[config.mk]
export PLATFORM = sky130hd
export DESIGN_NAME = page_stream_scatter
export DESIGN_NICKNAME = d
export VERILOG_FILES = /design/src/rtl/page_stream_scatter.sv
export SDC_FILE = /design/constraint.sdc
export NUM_CORES = 1
export LEC_CHECK = 0
export BUFFER_PORTS_ARGS = -buffer_cell sky130_fd_sc_hd__buf_2
export CORE_MARGIN = 5
export CORE_UTILIZATION = 35
export CTS_BUF_LIST = sky130_fd_sc_hd__clkbuf_16
export DETAILED_ROUTE_END_ITERATION = 8
export SYNTH_ARGS = -nofsm -noshare
export SYNTH_HDL_FRONTEND = slang
export SYNTH_SLANG_ARGS = --single-unit
[constraint.sdc]
create_clock -name clock -period 3.2 [get_ports clock]
set_input_delay 0.32 -clock clock [delete_from_list [all_inputs] [get_ports clock]]
set_output_delay 0.32 -clock clock [all_outputs]
set_load 0.01 [all_outputs]
[src/rtl/page_stream_scatter.sv]
// Scatters an input token stream across NCH output channels. Tokens pass
// through a small FIFO; end-of-stream tokens are broadcast to every channel.
module page_stream_scatter #(
  parameter int WIDTH  = 16,
  parameter int NCH    = 8,
  parameter int QDEPTH = 4,
  parameter int MODE   = 0,
  parameter int RUN    = 8
) (
  input  logic                 clock,
  input  logic                 reset,
  input  logic [WIDTH-1:0]     in_d,
  input  logic                 in_e,
  input  logic                 in_v,
  output logic                 in_b,
  output logic [NCH*WIDTH-1:0] ch_d,
  output logic [NCH-1:0]       ch_e,
  output logic [NCH-1:0]       ch_v,
  input  logic [NCH-1:0]       ch_b
);

  localparam int AW = $clog2(QDEPTH);
  localparam int IW = $clog2(NCH);
  localparam int RW = 8;

  // FIFO storage: each entry is {eos, data}
  logic [WIDTH:0]   r_mem [QDEPTH];
  logic [AW-1:0]    r_wr_ptr;
  logic [AW-1:0]    r_rd_ptr;
  logic [AW:0]      r_count;
  logic             r_in_b;

  logic [IW-1:0]    r_idx;
  logic [RW-1:0]    r_run;

  logic [WIDTH-1:0] r_ch_d [NCH];
  logic [NCH-1:0]   r_ch_e;
  logic [NCH-1:0]   r_ch_v;

  logic             w_push;
  logic             w_pop;
  logic             w_head_valid;
  logic             w_head_e;
  logic [WIDTH-1:0] w_head_d;
  logic [NCH-1:0]   w_free;
  logic [NCH-1:0]   w_load;
  logic             w_all_free;
  logic             w_target_free;
  logic [AW:0]      w_count_next;
  logic [IW-1:0]    w_idx_next;
  logic [RW-1:0]    w_run_next;
  logic [IW-1:0]    w_idx_adv;

  assign w_push       = in_v & ~r_in_b;
  assign w_head_valid = (r_count != '0);
  assign {w_head_e, w_head_d} = r_mem[r_rd_ptr];

  genvar gi;
  generate
    for (gi = 0; gi < NCH; gi++) begin : g_ch
      assign w_free[gi] = ~r_ch_v[gi] | ~ch_b[gi];
      assign w_load[gi] = w_pop & (w_head_e | (r_idx == IW'(gi)));
      assign ch_d[gi*WIDTH +: WIDTH] = r_ch_d[gi];
    end
  endgenerate

  assign w_all_free    = &w_free;
  assign w_target_free = w_free[r_idx];
  // EOS must wait for every channel so the broadcast lands in one edge
  assign w_pop = w_head_valid & (w_head_e ? w_all_free : w_target_free);

  assign w_idx_adv = (r_idx == IW'(NCH-1)) ? '0 : r_idx + IW'(1);

  always_comb begin
    w_count_next = r_count;
    if (w_push && !w_pop) begin
      w_count_next = r_count + (AW+1)'(1);
    end else if (!w_push && w_pop) begin
      w_count_next = r_count - (AW+1)'(1);
    end
  end

  always_comb begin
    w_idx_next = r_idx;
    w_run_next = r_run;
    if (w_pop) begin
      if (w_head_e) begin
        w_idx_next = '0;
        w_run_next = '0;
      end else if (MODE == 0) begin
        w_idx_next = w_idx_adv;
      end else if (r_run == RW'(RUN-1)) begin
        w_run_next = '0;
        w_idx_next = w_idx_adv;
      end else begin
        w_run_next = r_run + RW'(1);
      end
    end
  end

  // Storage is not reset; emptiness is tracked solely by the pointers/count
  always_ff @(posedge clock) begin
    if (w_push) begin
      r_mem[r_wr_ptr] <= {in_e, in_d};
    end
  end

  always_ff @(posedge clock or negedge reset) begin
    if (!reset) begin
      r_wr_ptr <= '0;
      r_rd_ptr <= '0;
      r_count  <= '0;
      r_in_b   <= 1'b0;
      r_idx    <= '0;
      r_run    <= '0;
    end else begin
      if (w_push) begin
        r_wr_ptr <= r_wr_ptr + AW'(1);
      end
      if (w_pop) begin
        r_rd_ptr <= r_rd_ptr + AW'(1);
      end
      r_count <= w_count_next;
      r_in_b  <= (w_count_next == (AW+1)'(QDEPTH));
      r_idx   <= w_idx_next;
      r_run   <= w_run_next;
    end
  end

  always_ff @(posedge clock or negedge reset) begin
    if (!reset) begin
      r_ch_e <= '0;
      r_ch_v <= '0;
      for (int k = 0; k < NCH; k++) begin
        r_ch_d[k] <= '0;
      end
    end else begin
      for (int k = 0; k < NCH; k++) begin
        if (w_load[k]) begin
          r_ch_v[k] <= 1'b1;
          r_ch_d[k] <= w_head_d;
          r_ch_e[k] <= w_head_e;
        end else if (w_free[k]) begin
          r_ch_v[k] <= 1'b0;
        end
      end
    end
  end

  assign in_b = r_in_b;
  assign ch_e = r_ch_e;
  assign ch_v = r_ch_v;

endmodule

==> impl_metrics.py <==
metrics = {
    "outcome": {
        "status": "finished, final reports clean",
    },
    "logic_synthesis": {
        "yosys.area_share.simple_pct": 3.38,
        "ys.flop_type": "dfrtp_1",
        "synth_cell_types": 50,
        "synthAdderAreaFrac_pct": 2.03,
        "synthCells": 509,
        "ys_warn_count": 0,
        "synth_top_family_by_area": "multiplexers",
        "synth.ff_latch_count": 223,
        "syn_area_per_cell_um2": 17.8,
        "synth_xor_area_share_pct": 0.484,
        "syn_nets": 550,
        "synth_area_um2": 9040,
        "synth_compound_area_share_pct": 4.14,
        "seq_area_frac_synth_pct": 65.5,
        "synth_edf_count": 68,
        "synth_mux_area_share_pct": 21.9,
        "synthArstFlopShare_pct": 69.5,
    },
    "job": {
        "drv_cap": 0,
    },
    "power": {
        "power_density_nw_per_um2": 1270,
        "sw_frac_of_total_pct": 37.5,
        "p_seq_share_pct": 35.9,
        "p_clk_share_pct": 17.1,
        "pwr-share-comb_pct": 47.0,
        "switchingPower_mw": 5.20,
        "p_total_mw": 13.9,
        "leakage_nw": 4.69,
        "ir_worst_vdd_v": 0.000618,
        "intPower_mw": 8.68,
    },
    "min_path": {
        "whs_path_depth": 1,
        "hold_path.class": "input pin to flip-flop",
        "hold_end": "r_mem[0][2]$_DFFE_PP_",
        "hp-start": "in_d[2]",
    },
    "floorplanning": {
        "dieArea_um2": 29100,
        "num_rows": 58,
        "start_util_pct": 35.7,
        "coreArea_um2": 25300,
        "die_x_um": 171,
        "pin_count": 173,
        "die_h_um": 171,
    },
    "drt": {
        "vias_per_cell": 4.88,
        "vias": 5118,
        "wire_per_inst_um": 20.9,
        "drt_iter0_drc": 265,
        "route.detailed.drc": 0,
        "drtPass1Iterations": 4,
        "drtAntennaViolNets": 0,
        "wl_um": 22000,
    },
    "worst_setup_path": {
        "cp_cell_sequence": "a22o_1 > o41ai_4 > nand2_8 > nor2_4 > mux2_2",
        "worstPathRequired_ns": 3.59,
        "r2r_end": "ch_d[82]$_DFFE_PN0P_",
        "critPathKind": "flip-flop to flip-flop",
        "cpPeakStageDelay_ns": 0.67,
        "critPathSlowestCell": "nor2_4",
        "cp.arrival_ns": 3.09,
        "worst_setup_path_end_kind": "flip-flop",
        "regToRegSetupSlack_ns": 0.50,
        "r2r_start": "ch_v[6]$_DFFE_PN0P_",
        "worst_setup_path_start_kind": "flip-flop",
        "worstRegToRegCells": 5,
        "cp_max_fo": 19,
    },
    "clocking": {
        "cts_tree": "yes",
        "clk_pin_slew_ns": 0.06,
        "numClockSinks": 223,
        "clock_path_buffers": 3,
        "clockRootBuffer": "clkbuf_16",
        "post_cts_buffers": 0,
        "clkLatencyLatePin_ns": 0.50,
        "cts_made_buffers": 23,
        "h-tree-depth": 1,
    },
    "place": {
        "dpl.hpwl_um": 15600,
        "routabilityCongestion": 0.839,
        "port_buffers": 172,
    },
    "cells_and_area": {
        "fillers": 2265,
        "multi_input_area_um2": 2890,
        "area_delta_synth_final_pct": 20.6,
        "regArea_um2": 5920,
        "nets": 740,
        "drive_gt1_share_pct": 49.0,
    },
    "global_route": {
        "grt_first_pass_wirelength_um": 33400,
        "grt_max_degree": 93,
        "grt_pass1_vias": 5495,
        "antenna_found_initial": 5,
        "grt-ovfl-total": 0,
        "grt_usage_pct": 14.8,
    },
    "timing": {
        "period_share_pct": 84.4,
        "finalClockSkew_ns": 0.0145,
        "min_period_ns": 2.70,
        "finalSetupViolCount": 0,
        "worst_slew_pin_slew_ns": 0.920,
        "finalHoldViolations": 0,
        "slew_headroom_pct": 38.6,
        "maxSlewViolCount": 0,
        "max_clock_freq_mhz": 370,
        "fin_setup_tns_ns": 0,
        "rsz0062_at_grt": "false",
    },
}
[cells in the mapped netlist, drive strengths merged, types with 3 or more instances]
cell type / number / area, um2
dfrtp: 155 / 3880
mux2: 128 / 1590
edfxtp: 68 / 2040
mux4: 17 / 383
nor2: 14 / 121
a21oi: 13 / 91.3
buf: 13 / 164
ha: 13 / 163
inv: 13 / 48.8
nand2: 8 / 46.3
o21ai: 7 / 35.0
o22ai: 7 / 43.8
a21o: 6 / 45.0
a22o: 5 / 43.8
and2: 5 / 31.3
xnor2: 5 / 43.8
clkbuf: 3 / 11.3
nand3: 3 / 15.0
[metrics by stage]
stage,util (%),setup WS (ns),hold slack (ns),std cells,cell area [um2]
after global routing,43.0,0.367,0.0115,1047,10900
final,43.1,0.500,0.0351,1049,10900
after global placement,40.3,0.527,0.452,1003,10200
after CTS,43.0,0.485,0.0158,1046,10900
after detailed placement,40.3,0.485,0.456,1003,10200
after floorplan,-,0.932,0.0244,509,9040
[registers in the layout, summed over array words and instances, names as in the netlist, 2 cells and up]
register / cells
r_wr_ptr: 2
r_idx: 3
r_count: 3
r_mem: 68
ch_v: 8
ch_e: 8
ch_d: 128
r_rd_ptr: 2
[power groups by stage]
stage          clock network (mW)  registers [mW]  logic, mW
2_1_floorplan                   0            5.22       4.30
3_3_place_gp                    0            4.97       6.49
3_5_place_dp                    0            5.03       6.64
4_1_cts                      2.44            4.99       6.66
5_1_grt                      2.57            5.12       7.06
6_report                     2.37            4.99       6.52
[kinds of logic (layout without fill, tap and decap cells)]
| family | after synthesis | after routing |
|---|---|---|
| compound gates | 47 | 47 |
| xor+xnor | 5 | 5 |
| fa+ha+maj | 15 | 15 |
| buf+inv | 30 | 237 |
| flops | 223 | 223 |
| mux | 146 | 146 |
| other cells | 0 | 3 |
| simple gates | 43 | 43 |
[per-layer routing]
| layer | global-route usage (%) | wire [um] |
|---|---|---|
| met1 | 19.8 | 9520 |
| met3 | 3.65 | 1510 |
| met2 | 24.4 | 10500 |
| met5 | 0 | 42 |
| met4 | 4.06 | 428 |
[cell usage in the layout (no fill, tap or decap), types with 8 or more instances in the layout]
cell type and instances:
a21oi_1 10, dfrtp_1 155, mux4_2 17, mux2_4 40, mux2_2 66, buf_2 171, clkinv_1 8, inv_1 17
ha_1 13, clkbuf_16 23, edfxtp_1 68, mux2_1 22
[final cells by class]
cell class | instances | share of cell area [%]
Clock buffer | 23 | 5.28
Multi-Input combinational cell | 256 | 26.5
Sequential cell | 223 | 54.3
Tap cell | 330 | 3.79
Inverter | 14 | 0.493
Timing Repair Buffer | 181 | 8.71
Antenna cell | 3 | 0.0688
Clock inverter | 19 | 0.849
[worst max-delay path by stage]
stage	slack (ns)	from	endpoint	depth (start not counted)
6_report	0.50	ch_v[6]$_DFFE_PN0P_	ch_d[82]$_DFFE_PN0P_	5
5_1_grt	0.37	ch_v[6]$_DFFE_PN0P_	ch_d[124]$_DFFE_PN0P_	5
4_1_cts	0.49	ch_v[6]$_DFFE_PN0P_	ch_d[86]$_DFFE_PN0P_	5
3_5_place_dp	0.48	ch_b[6]	ch_d[82]$_DFFE_PN0P_	6
3_3_place_gp	0.53	ch_b[6]	ch_d[81]$_DFFE_PN0P_	6
2_1_floorplan	0.93	ch_v[6]$_DFFE_PN0P_	ch_d[104]$_DFFE_PN0P_	6
[critical path, delay by kind of cell (launching register included)]
family | cells | cell delay [ns]
compound gates | 2 | 0.82
flops | 1 | 0.41
mux | 1 | 0.41
simple gates | 2 | 0.92
[what timing repair did]
| action | CTS | global route |
|---|---|---|
| hold endpoints to repair | 90 | 0 |
| hold buffers | 1 | 0 |
| resized for setup | 0 | 0 |
Note: power is estimated with default switching activity, not from simulation.
